`src/rtl/count_mon_pkg.sv`:
```
// Shared types and default parameters for the count monitor.
//   cm_state_t      : monitor FSM state encoding, also exported on the state port
//   DEF_*           : default parameter values used by count_monitor
package count_mon_pkg;

    typedef enum logic [2:0] {
        IDLE  = 3'd0,
        TRACK = 3'd1,
        CLEAR = 3'd2,
        WAIT0 = 3'd3,
        ERROR = 3'd4
    } cm_state_t;

    localparam int DEF_WIDTH       = 4;
    localparam int DEF_TERMINAL    = 10;
    localparam int DEF_STUCK_LIMIT = 3;
    localparam int DEF_WRAP_W      = 8;

endpackage

```
`src/rtl/count_monitor_sat_counter.sv`:
```
// Saturating up-counter with synchronous clear.
//   clk : clock, all logic on posedge
//   inc : advance by one, ignored once q is all-ones
//   clr : synchronous clear, takes priority over inc
//   q   : current count
module sat_counter #(
    parameter int W = 8
) (
    input  logic         clk,
    input  logic         inc,
    input  logic         clr,
    output logic [W-1:0] q
);

    // NOTE: clr is the only reset path; the parent folds its synchronous reset
    // into clr, so this block needs no separate reset port.
    always_ff @(posedge clk) begin
        if (clr) begin
            q <= '0;
        end else if (inc && (q != '1)) begin
            q <= q + W'(1);
        end
    end

endmodule

```
`src/rtl/count_monitor.sv`:
```
// Observes a free-running counter, checks the count sequence and counts
// completed periods. A registered clear request (clr) goes back to the counter
// once the terminal value is seen, so there is no combinational
// count->clear->count loop.
//   clk       : clock, all logic on posedge
//   i_rst     : synchronous reset, active-high, highest priority
//   en        : sample qualifier; low freezes everything except err_clr handling
//   count     : observed counter value
//   err_clr   : clears the sticky error flags; leaves ERROR for IDLE
//   clr       : one-cycle registered clear request to the counter
//   wrap_cnt  : completed periods, saturating
//   err_skip  : sticky, illegal step in the sequence
//   err_stuck : sticky, count held for STUCK_LIMIT samples
//   state     : current FSM state (debug)
module count_monitor
    import count_mon_pkg::*;
#(
    parameter int WIDTH       = DEF_WIDTH,
    parameter int TERMINAL    = DEF_TERMINAL,
    parameter int STUCK_LIMIT = DEF_STUCK_LIMIT,
    parameter int WRAP_W      = DEF_WRAP_W
) (
    input  logic              clk,
    input  logic              i_rst,
    input  logic              en,
    input  logic [WIDTH-1:0]  count,
    input  logic              err_clr,
    output logic              clr,
    output logic [WRAP_W-1:0] wrap_cnt,
    output logic              err_skip,
    output logic              err_stuck,
    output logic [2:0]        state
);

    localparam int STUCK_W = (STUCK_LIMIT > 2) ? $clog2(STUCK_LIMIT) : 1;
    // stuck_ctr counts repeats after the first sample of a value, so the
    // STUCK_LIMIT-th equal sample arrives while the counter holds STUCK_LIMIT-2.
    localparam logic [STUCK_W-1:0] STUCK_THR = STUCK_W'(STUCK_LIMIT - 2);

    cm_state_t          state_q;
    logic [WIDTH-1:0]   prev;
    logic [STUCK_W-1:0] stuck_ctr;

    logic is_term;
    logic is_next;
    logic is_same;
    logic is_zero;
    logic wrap_inc;
    logic stuck_inc;
    logic stuck_clr;
    logic skip_set;
    logic stuck_set;

    // Successor wraps naturally at 2**WIDTH, so all-ones -> 0 is a legal step.
    assign is_term = (count == WIDTH'(TERMINAL));
    assign is_next = (count == prev + WIDTH'(1));
    assign is_same = (count == prev);
    assign is_zero = (count == '0);

    // NOTE: every output of this block is given a default first, so no path
    // through the case leaves a signal unassigned and no latch is inferred.
    always_comb begin
        wrap_inc  = 1'b0;
        stuck_inc = 1'b0;
        stuck_clr = i_rst;
        skip_set  = 1'b0;
        stuck_set = 1'b0;
        if (en) begin
            case (state_q)
                IDLE: stuck_clr = 1'b1;
                TRACK: begin
                    if (!is_term) begin
                        if (is_next) begin
                            stuck_clr = 1'b1;
                        end else if (is_same) begin
                            stuck_inc = 1'b1;
                            stuck_set = (stuck_ctr >= STUCK_THR);
                        end else begin
                            skip_set = 1'b1;
                        end
                    end
                end
                WAIT0: begin
                    if (is_zero) begin
                        wrap_inc  = 1'b1;
                        stuck_clr = 1'b1;
                    end else begin
                        skip_set = 1'b1;
                    end
                end
                default: ;
            endcase
        end
    end

    always_ff @(posedge clk) begin
        if (i_rst) begin
            state_q   <= IDLE;
            clr       <= 1'b0;
            prev      <= '0;
            err_skip  <= 1'b0;
            err_stuck <= 1'b0;
        end else begin
            // NOTE: non-blocking default; the TRACK branch below overrides it,
            // and the last non-blocking write in the block wins, which makes
            // clr a single-cycle pulse without a separate clear step.
            clr <= 1'b0;

            // A set on the same edge as err_clr wins.
            err_skip  <= skip_set  | (err_skip  & ~err_clr);
            err_stuck <= stuck_set | (err_stuck & ~err_clr);

            case (state_q)
                IDLE: begin
                    if (en) begin
                        prev    <= count;
                        state_q <= TRACK;
                    end
                end
                TRACK: begin
                    if (en) begin
                        if (is_term) begin
                            clr     <= 1'b1;
                            state_q <= CLEAR;
                        end else if (is_next) begin
                            prev <= count;
                        end else if (!is_same) begin
                            state_q <= ERROR;
                        end
                    end
                end
                // The counter has already advanced to TERMINAL+1; that sample
                // carries no information and is dropped regardless of en.
                CLEAR: state_q <= WAIT0;
                WAIT0: begin
                    if (en) begin
                        if (is_zero) begin
                            prev    <= '0;
                            state_q <= TRACK;
                        end else begin
                            state_q <= ERROR;
                        end
                    end
                end
                ERROR: begin
                    if (err_clr) begin
                        state_q <= IDLE;
                    end
                end
                default: state_q <= IDLE;
            endcase
        end
    end

    sat_counter #(.W(WRAP_W)) u_wrap_ctr (
        .clk (clk),
        .inc (wrap_inc),
        .clr (i_rst),
        .q   (wrap_cnt)
    );

    sat_counter #(.W(STUCK_W)) u_stuck_ctr (
        .clk (clk),
        .inc (stuck_inc),
        .clr (stuck_clr),
        .q   (stuck_ctr)
    );

    assign state = state_q;

endmodule

```
`config.mk`:
```
export PLATFORM = sky130hd
export DESIGN_NAME = count_monitor
export DESIGN_NICKNAME = d
export VERILOG_FILES = /design/src/rtl/count_mon_pkg.sv /design/src/rtl/count_monitor_sat_counter.sv /design/src/rtl/count_monitor.sv
export SDC_FILE = /design/constraint.sdc
export NUM_CORES = 1
export LEC_CHECK = 0
export CAP_MARGIN = 40
export CORE_ASPECT_RATIO = 0.7
export CORE_MARGIN = 1
export CORE_UTILIZATION = 45
export DETAILED_ROUTE_END_ITERATION = 16
export GPL_TIMING_DRIVEN = 0
export HOLD_SLACK_MARGIN = 0.03
export PLACE_DENSITY = 0.7
export SYNTH_ARGS = -nofsm -noshare
export SYNTH_HDL_FRONTEND = slang
export SYNTH_SLANG_ARGS = --single-unit
```
`constraint.sdc`:
```
create_clock -name clk -period 1.76 [get_ports clk]
set_clock_uncertainty 0.1 [all_clocks]
set_input_delay 0.352 -clock clk [delete_from_list [all_inputs] [get_ports clk]]
set_output_delay 0.352 -clock clk [all_outputs]
set_load 0.005 [all_outputs]
```
* Yosys cells after proc, flatten, opt, wreduce, memory -nomap -nowiden
Cells that the tools add are included.
** Storage, ports and cells
- Register bits :: 20
- Input port bits :: 8
- Output and inout port bits :: 14
- Word-level logic and storage cells :: 85
** Cells by class
- $add $sub $neg :: 3
- Order comparisons :: 1
- Equality and inequality tests :: 18
- Muxes and demuxes :: 41
- Bitwise operators :: 7
- Reductions and logical operators :: 8
** Operators with widths (number)
- $mux W3 :: 8
- $mux W4 :: 6
- $mux W1 :: 23
- $ne A2 B2 Y1 const B :: 8
- $pmux W3 S5 :: 1
- $pmux W4 S3 :: 1
- $add A8 B1 Y8 const B :: 1
- $eq A4 B4 Y1 :: 2
- $ne A8 B8 Y1 const B :: 1
- $reduce_and A7 Y1 :: 1
- $eq A3 B2 Y1 const B :: 2
- $ne A3 B3 Y1 const B :: 2
- $reduce_and A6 Y1 :: 1
- $add A4 B1 Y4 const B :: 1
- $eq A4 B4 Y1 const B :: 1
- $logic_not A4 Y1 :: 1
- $eq A3 B1 Y1 const B :: 1
- $eq A3 B3 Y1 const B :: 1
- $logic_not A3 Y1 :: 1
- $not A1 Y1 :: 3
- $pmux W1 S3 :: 1
- $reduce_bool A3 Y1 :: 1
- $reduce_or A3 Y1 :: 1
- $add A2 B1 Y2 const B :: 1
- 5 further kinds :: 8

* Longest topological paths before layout
Gate-level depths: netlist (run 1).
- Depth in word-level cells :: 7
- Depth in mapped cells :: 6
- Depth with buffers taken out :: 6

* Modules after synthesis
From an unflattened synthesis (run 1), not the netlist that was laid out.
** Unflattened totals
- Cells, all modules :: 143
- Area, all modules :: 1261.2 um^2
** By module, submodules not included
- count_monitor :: instances 1, cells each 87, area an instance 716.9 um^2, sequential area each 200.2 um^2
- sat_counter (u_wrap_ctr) :: instances 1, cells each 46, area an instance 430.4 um^2, sequential area each 160.2 um^2
- sat_counter (u_stuck_ctr) :: instances 1, cells each 10, area an instance 113.9 um^2, sequential area each 40.0 um^2

* Least setup slack after synthesis (run 1)
OpenSTA, ideal clock, no wires.
- Kind :: in2reg
- Start point :: in count[0]
- End point :: reg u_wrap_ctr.q[3]
- Setup time :: 0.071 ns
- Data arrival time :: 1.534 ns
- Data required time :: 1.589 ns
- Path slack :: 0.056 ns
- Cell stages on the path :: 4
- Buffers on the path :: 0
- Path through :: nor4_2 -> o2111ai_2 -> or3_1 -> a21oi_1
** Between the ends
- Word-level cells in the longest chain between the ends :: 5
** RTL lines
- start, declared :: line count_monitor.sv:26 : input logic [WIDTH-1:0] count,
- $logic_not A4 Y1 :: line count_monitor.sv:58 : assign is_zero = (count == '0);
- $mux W1 :: line count_monitor.sv:84 : if (is_zero) begin
- $mux W1 :: line count_monitor.sv:69 : case (state_q)
- $mux W1 :: line count_monitor.sv:68 : if (en) begin
- $logic_and A1 B1 Y1 :: line count_monitor_sat_counter.sv:20 : end else if (inc && (q != '1)) begin
- end signal, assigned :: line count_monitor_sat_counter.sv:21 : q <= q + W'(1);
- end, declared :: line count_monitor_sat_counter.sv:12 : output logic [W-1:0] q
No other way between the ends.
A chain may end at the register's enable or synchronous reset.

* Worst setup path in the final report (run 1)
- Start point :: reg prev[2]
- End point :: reg state_q[0] (netlist: state[0])
** Between the ends
- Word-level cells in the longest chain between the ends :: 4
- Elaborated cells on any way between the ends :: 6
- Classes of those cells :: add/sub (1); eq/ne (4); reduce/logical (1)
** RTL lines
- start, declared :: line count_monitor.sv:41 : logic [WIDTH-1:0] prev;
- start signal, assigned :: line count_monitor.sv:116 : prev <= count;
- start signal, assigned :: line count_monitor.sv:126 : prev <= count;
- $add A4 B1 Y4 :: line count_monitor.sv:56 : assign is_next = (count == prev + WIDTH'(1));
- $eq A4 B4 Y1 :: line count_monitor.sv:56
- $ne A3 B3 Y1 (no line)
- $reduce_and A6 Y1 (no line) *
- end signal, assigned :: line count_monitor.sv:98 : state_q <= IDLE;
- end signal, assigned :: line count_monitor.sv:117 : state_q <= TRACK;
- end signal, assigned :: line count_monitor.sv:124 : state_q <= CLEAR;
- end, declared :: line count_monitor.sv:40 : cm_state_t state_q;
Every way passes the cells marked *; elsewhere a longest branch is shown, timed or not.

==> metrics.yaml, run 1 <==
floorplan:
  dieArea_sq_um: 2630
  dieWidth_um: 60.9
  start_util_pct: 49.2
  die_h_um: 43.2
  core_area_sq_um: 2220
  io_pins: 22
  rows: 14
sta:
  max_freq_ghz: 0.567
  maxSlewHeadroom_pct: 69.5
  fin_crit_ps: 1760
  tns_ps: -2.12
  hold_ws_ps: 241
  tightest_slew_ps: 458
  fin_ws_ps: -2.12
  setup_viol_count_final: 1
  period_share_pct: 100
  hold_viol: 0
  drv_slew: 0
  rsz0062_at_grt: "yes"
detailed_routing:
  ant_nets: 0
  wl_met2_um: 1310
  avgRoutedWirePerCell_um: 14.9
  routed_wl_um: 2750
  vias_per_cell: 5.64
  drc: 0
  met1_length_um: 1210
  met3_length_um: 190
  top_layer_used: "met4"
  drt_pass1_iterations: 4
  dr.first_iter.drc_count: 50
  dr_total_vias: 1038
global_route:
  grt_pass1_wl_um: 4110
  grt_pass1_vias: 878
  antenna_found_initial: 0
  overflow: 0
  grt_max_degree: 13
  grtUsageTotal_pct: 21.6
synth:
  synth_seq_area_share_pct: 36.6
  yosysUniqueCellTypes: 33
  syn_area_sq_um: 1090
  synth_area_leaders: "dfxtp_1 (37%), xnor2_1 (8.0%), nor2_1 (4.8%), ha_1 (4.6%), a22o_1 (3.2%)"
  synth_top_area_share_pct: 36.6
  syn_nets: 134
  synth_top_cell_by_area: "dfxtp_1"
  synth_seq_cells: 20
  yosysWarnings: 0
  syn_inst: 122
  synth_area_per_cell_sq_um: 8.96
critical_path:
  max_stage_delay_ps: 420
  cp_max_fo: 3
  worst_setup_path_end_kind: "flip-flop"
  cp_data_arrival_time_ps: 1900
  worstPathCellList: "xor3_1 -> nor3_2 -> nand2_1 -> o21ai_1 -> mux2i_1"
  worst_ep_required_time_ps: 1900
  critPathTopFamily: "XOR/XNOR gates"
  path_class: "flip-flop to flip-flop"
  critPathLaunchType: "flip-flop"
  cp_slowest_cell: "xor3_1"
  cp.buffers_inverters: 0
cts:
  cts_max_path_buffers: 2
  clk_latency_ps: 320
  cts_buffers: 3
  htreeDepth: 1
  cts_tree: "yes"
  clkTransAtPathRegs_ps: 120
  cts-root-buf: "clkbuf_4"
  clock-sinks: 20
  hold_buffers: 0
pwr:
  powerDensity_nw_per_um2: 707
  p_leak_nw: 0.514
  ir_worst_vdd_uv: 444
  p_total_mw: 1.08
finish:
  antenna_cells: 0
  area_growth_pct: 39.5
  utilization_pct: 68.6
  final_net_count: 165
  final-seq-area_sq_um: 422
  nFillCells: 184
  layout_commonest_cell: "clkdlybuf4s50_1"
  drive_gt1_share_pct: 26.3
  multiInputGateArea_sq_um: 776
  final_cell_mix: "clkdlybuf4s50_1 (15), nor2_1 (14), xnor2_1 (10), nand2_1 (9), dfxtp_1 (9)"
placed_design:
  portBuffers: 20
  dp_hpwl_um: 1860
  gp_congestion: 0.833
hold_path:
  holdCritPathClass: "input port to flip-flop"
status:
  failed_checks: "negative setup slack"
  status: "complete, but fails checks"
run:
  drv.max_cap_violation_count: 0
flip-flops by register name, indices dropped and copies added (netlist names):
signal         flops
u_wrap_ctr.q       8
prev               4
state              3
u_stuck_ctr.q      2
clr                1
err_skip           1
err_stuck          1
area by class of cell:
class | instances | share of cell area (%)
Buffer | 2 | 0.492
Tap cell | 32 | 2.63
Inverter | 3 | 0.738
Clock buffer | 3 | 1.48
Clock inverter | 1 | 1.97
Multi-Input combinational cell | 98 | 50.9
Sequential cell | 20 | 27.6
Timing Repair Buffer | 25 | 14.2
layer usage:
metal | vias up | GRT usage (%)
met1 | 487 | 31.3
met4 | 0 | 4.09
met2 | 42 | 31.6
met3 | 6 | 6.40
met5 | - | 0
li1 | 503 | -
cells by family (layout without fill, tap and decap cells):
kind of cell / Yosys count / after routing / synth area share (%)
buf+inv: 5 / 34 / 1.72
fa+ha+maj: 4 / 4 / 4.58
flops: 20 / 20 / 36.6
xor+xnor: 13 / 13 / 11.8
compound gates: 18 / 19 / 11.7
mux: 3 / 3 / 2.75
simple gates: 59 / 59 / 30.9
cells in the mapped netlist:
cell type / instances
o32a_1: 1
xor3_1: 1
o21ai_0: 3
o2111ai_2: 1
and4bb_1: 1
ha_1: 4
a21oi_1: 4
a31oi_1: 2
or3_1: 2
clkbuf_1: 2
nor4_2: 1
nor4_4: 1
nor3_1: 5
dfxtp_1: 20
and3_1: 1
a22o_1: 4
o22ai_1: 2
and2_1: 2
nor2b_1: 4
o31ai_1: 1
nand2b_1: 5
or3_4: 1
nand2_1: 9
nor2_1: 14
nor4b_1: 1
inv_1: 3
xnor2_1: 10
nand3_1: 7
nor3_2: 1
nand4_1: 2
mux2i_1: 3
xor2_1: 2
nand3b_1: 2
worst paths after layout:
kind	slack (ps)	start	to	cells after the start
worst max-delay path	-2	prev[2]	state[0]	5
worst min-delay path	240	count[0]	prev[0]	2
worst max register to register	-2	prev[2]	state[0]	5
worst min register to register	390	err_stuck	err_stuck	2
metrics by stage:
step,cells,setup WS (ps),instance area [sq um]
after detailed placement,174,-700,1330
after global placement,174,-686,1330
after CTS,178,-15.2,1440
after floorplan,122,55.8,1090
after global routing,184,-68.5,1530
final,184,-2.12,1530
timing repair:
| item | 4_1_cts | 5_1_grt |
|---|---|---|
| resized for setup | 23 | 22 |
| gates cloned | 0 | 1 |
| endpoints found under the setup margin | 21 | 19 |
| buffers inserted | 0 | 5 |
| pin swaps | 0 | 7 |
power breakdown:
part	internal [mW]	switching [mW]	total, mW
combinational	0.0985	0.103	0.201
clock	0.231	0.151	0.382
sequential	0.471	0.0248	0.496
(Power assumes the default switching activity.)
==> run 2: changes to the inputs <==
Settings changed: PLACE_DENSITY 0.7 to unset, PLACE_DENSITY_LB_ADDON set to 0.15.
==> metrics.yaml, run 2 (synthesis results as in run 1) <==
status:
  status: "complete, but fails checks"
  failed_checks: "negative setup slack"
detailed_routing:
  dr.first_iter.drc_count: 37
  drt_pass1_iterations: 4
  avgRoutedWirePerCell_um: 14.8
  ant_nets: 0
  vias_per_cell: 5.66
  dr_total_vias: 1042
  drc: 0
  routed_wl_um: 2720
finish:
  final_net_count: 165
  antenna_cells: 0
  layout_commonest_cell: "clkdlybuf4s50_1"
  drive_gt1_share_pct: 28.9
  final_area_sq_um: 1560
  area_growth_pct: 42.7
  utilization_pct: 70.1
  largest_register_ffs: 8
  stdcell_count: 184
  top_register: "u_wrap_ctr.q"
  final_cell_mix: "clkdlybuf4s50_1 (15), nor2_1 (14), xnor2_1 (9), nand2_1 (8), dfxtp_1 (8)"
critical_path:
  path_class: "flip-flop to flip-flop"
  cp_data_arrival_time_ps: 1870
  worst_ep_required_time_ps: 1870
  cp_max_fo: 6
  r2r-start: "prev[0]"
  worst_setup_path_end_kind: "flip-flop"
  critPathLaunchType: "flip-flop"
  critPathLaunch: "prev[0]"
sta:
  maxSlewHeadroom_pct: 64.3
  period_share_pct: 100
  tightest_slew_ps: 536
  fin_crit_ps: 1760
  tns_ps: -6.53
  hold_viol: 0
  drv_slew: 0
  fin_ws_ps: -2.17
  rsz0062_at_grt: "yes"
  setup_viol_count_final: 4
  hold_ws_ps: 360
  max_freq_ghz: 0.567
cts:
  clkTransAtPathRegs_ps: 110
  cts_max_path_buffers: 2
  clock-sinks: 20
  cts_tree: "yes"
  cts_buffers: 3
  clk_latency_ps: 310
  htreeDepth: 1
  hold_buffers: 0
  cts-root-buf: "clkbuf_4"
global_route:
  grt_max_degree: 12
  antenna_found_initial: 0
  grtUsageTotal_pct: 21.2
  overflow: 0
  grt_pass1_vias: 841
  grt_pass1_wl_um: 4000
hold_path:
  holdCritPathClass: "input port to flip-flop"
  min_from: "count[0]"
placed_design:
  gp_congestion: 0.816
  placedCellCount: 174
  dp_slack_ps: -706
  place_area_sq_um: 1330
  dp_hpwl_um: 1700
  portBuffers: 20
floorplan:
  core_area_sq_um: 2220
  rows: 14
  dieArea_sq_um: 2630
  dieWidth_um: 60.9
  die_h_um: 43.2
  start_util_pct: 49.2
  io_pins: 22
pwr:
  p_total_uw: 992
  powerDensity_nw_per_um2: 636
  p_leak_nw: 0.515
  ir_worst_vdd_uv: 524
run:
  drv.max_cap_violation_count: 0
-- run 2: repair_timing --
item | in CTS | in global routing
gates cloned | 0 | 1
buffers inserted | 0 | 5
setup endpoints to repair | 20 | 22
gates resized for setup | 32 | 16
pin swaps | 0 | 9
-- run 2: metal layers --
layer / track usage [%] / up-vias / wire length [um]
met3: 8.23 / 12 / 187
met1: 31.6 / 491 / 1350
li1: - / 496 / -
met2: 28.6 / 43 / 1160
met5: 0 / - / 0
met4: 4.09 / 0 / 29
-- run 2: where the power goes --
part / switching [mW] / internal (mW) / leakage [nW]
clock network: 0.147 / 0.126 / 0.0210
registers: 0.0248 / 0.470 / 0.169
logic: 0.112 / 0.112 / 0.325
total: 0.284 / 0.709 / 0.515
-- run 2: cell type report --
cell class / instances / area (sq um)
tap: 32 / 40.0
sequential: 20 / 428
timing repair buffer: 25 / 239
clock buffer: 4 / 36.3
inverter: 3 / 11.3
buffer: 2 / 7.51
multi-input combinational: 98 / 798
fill: 179 / 664
-- run 2: path summary, 6_finish.rpt --
kind | slack (ps) | cells past startpoint | endpoint
worst max-delay path | -2 | 6 | prev[3]
worst min-delay path | 360 | 2 | prev[0]
worst max register to register | -2 | 6 | prev[3]
worst min register to register | 380 | 2 | err_stuck
-- run 2: critical path: stages, from the launching register on --
cell     delay (ps)
dfxtp_4         390
ha_4            230
xor2_1          150
nor3_2          280
and3_4          240
nor3_4           50
a22o_1          230
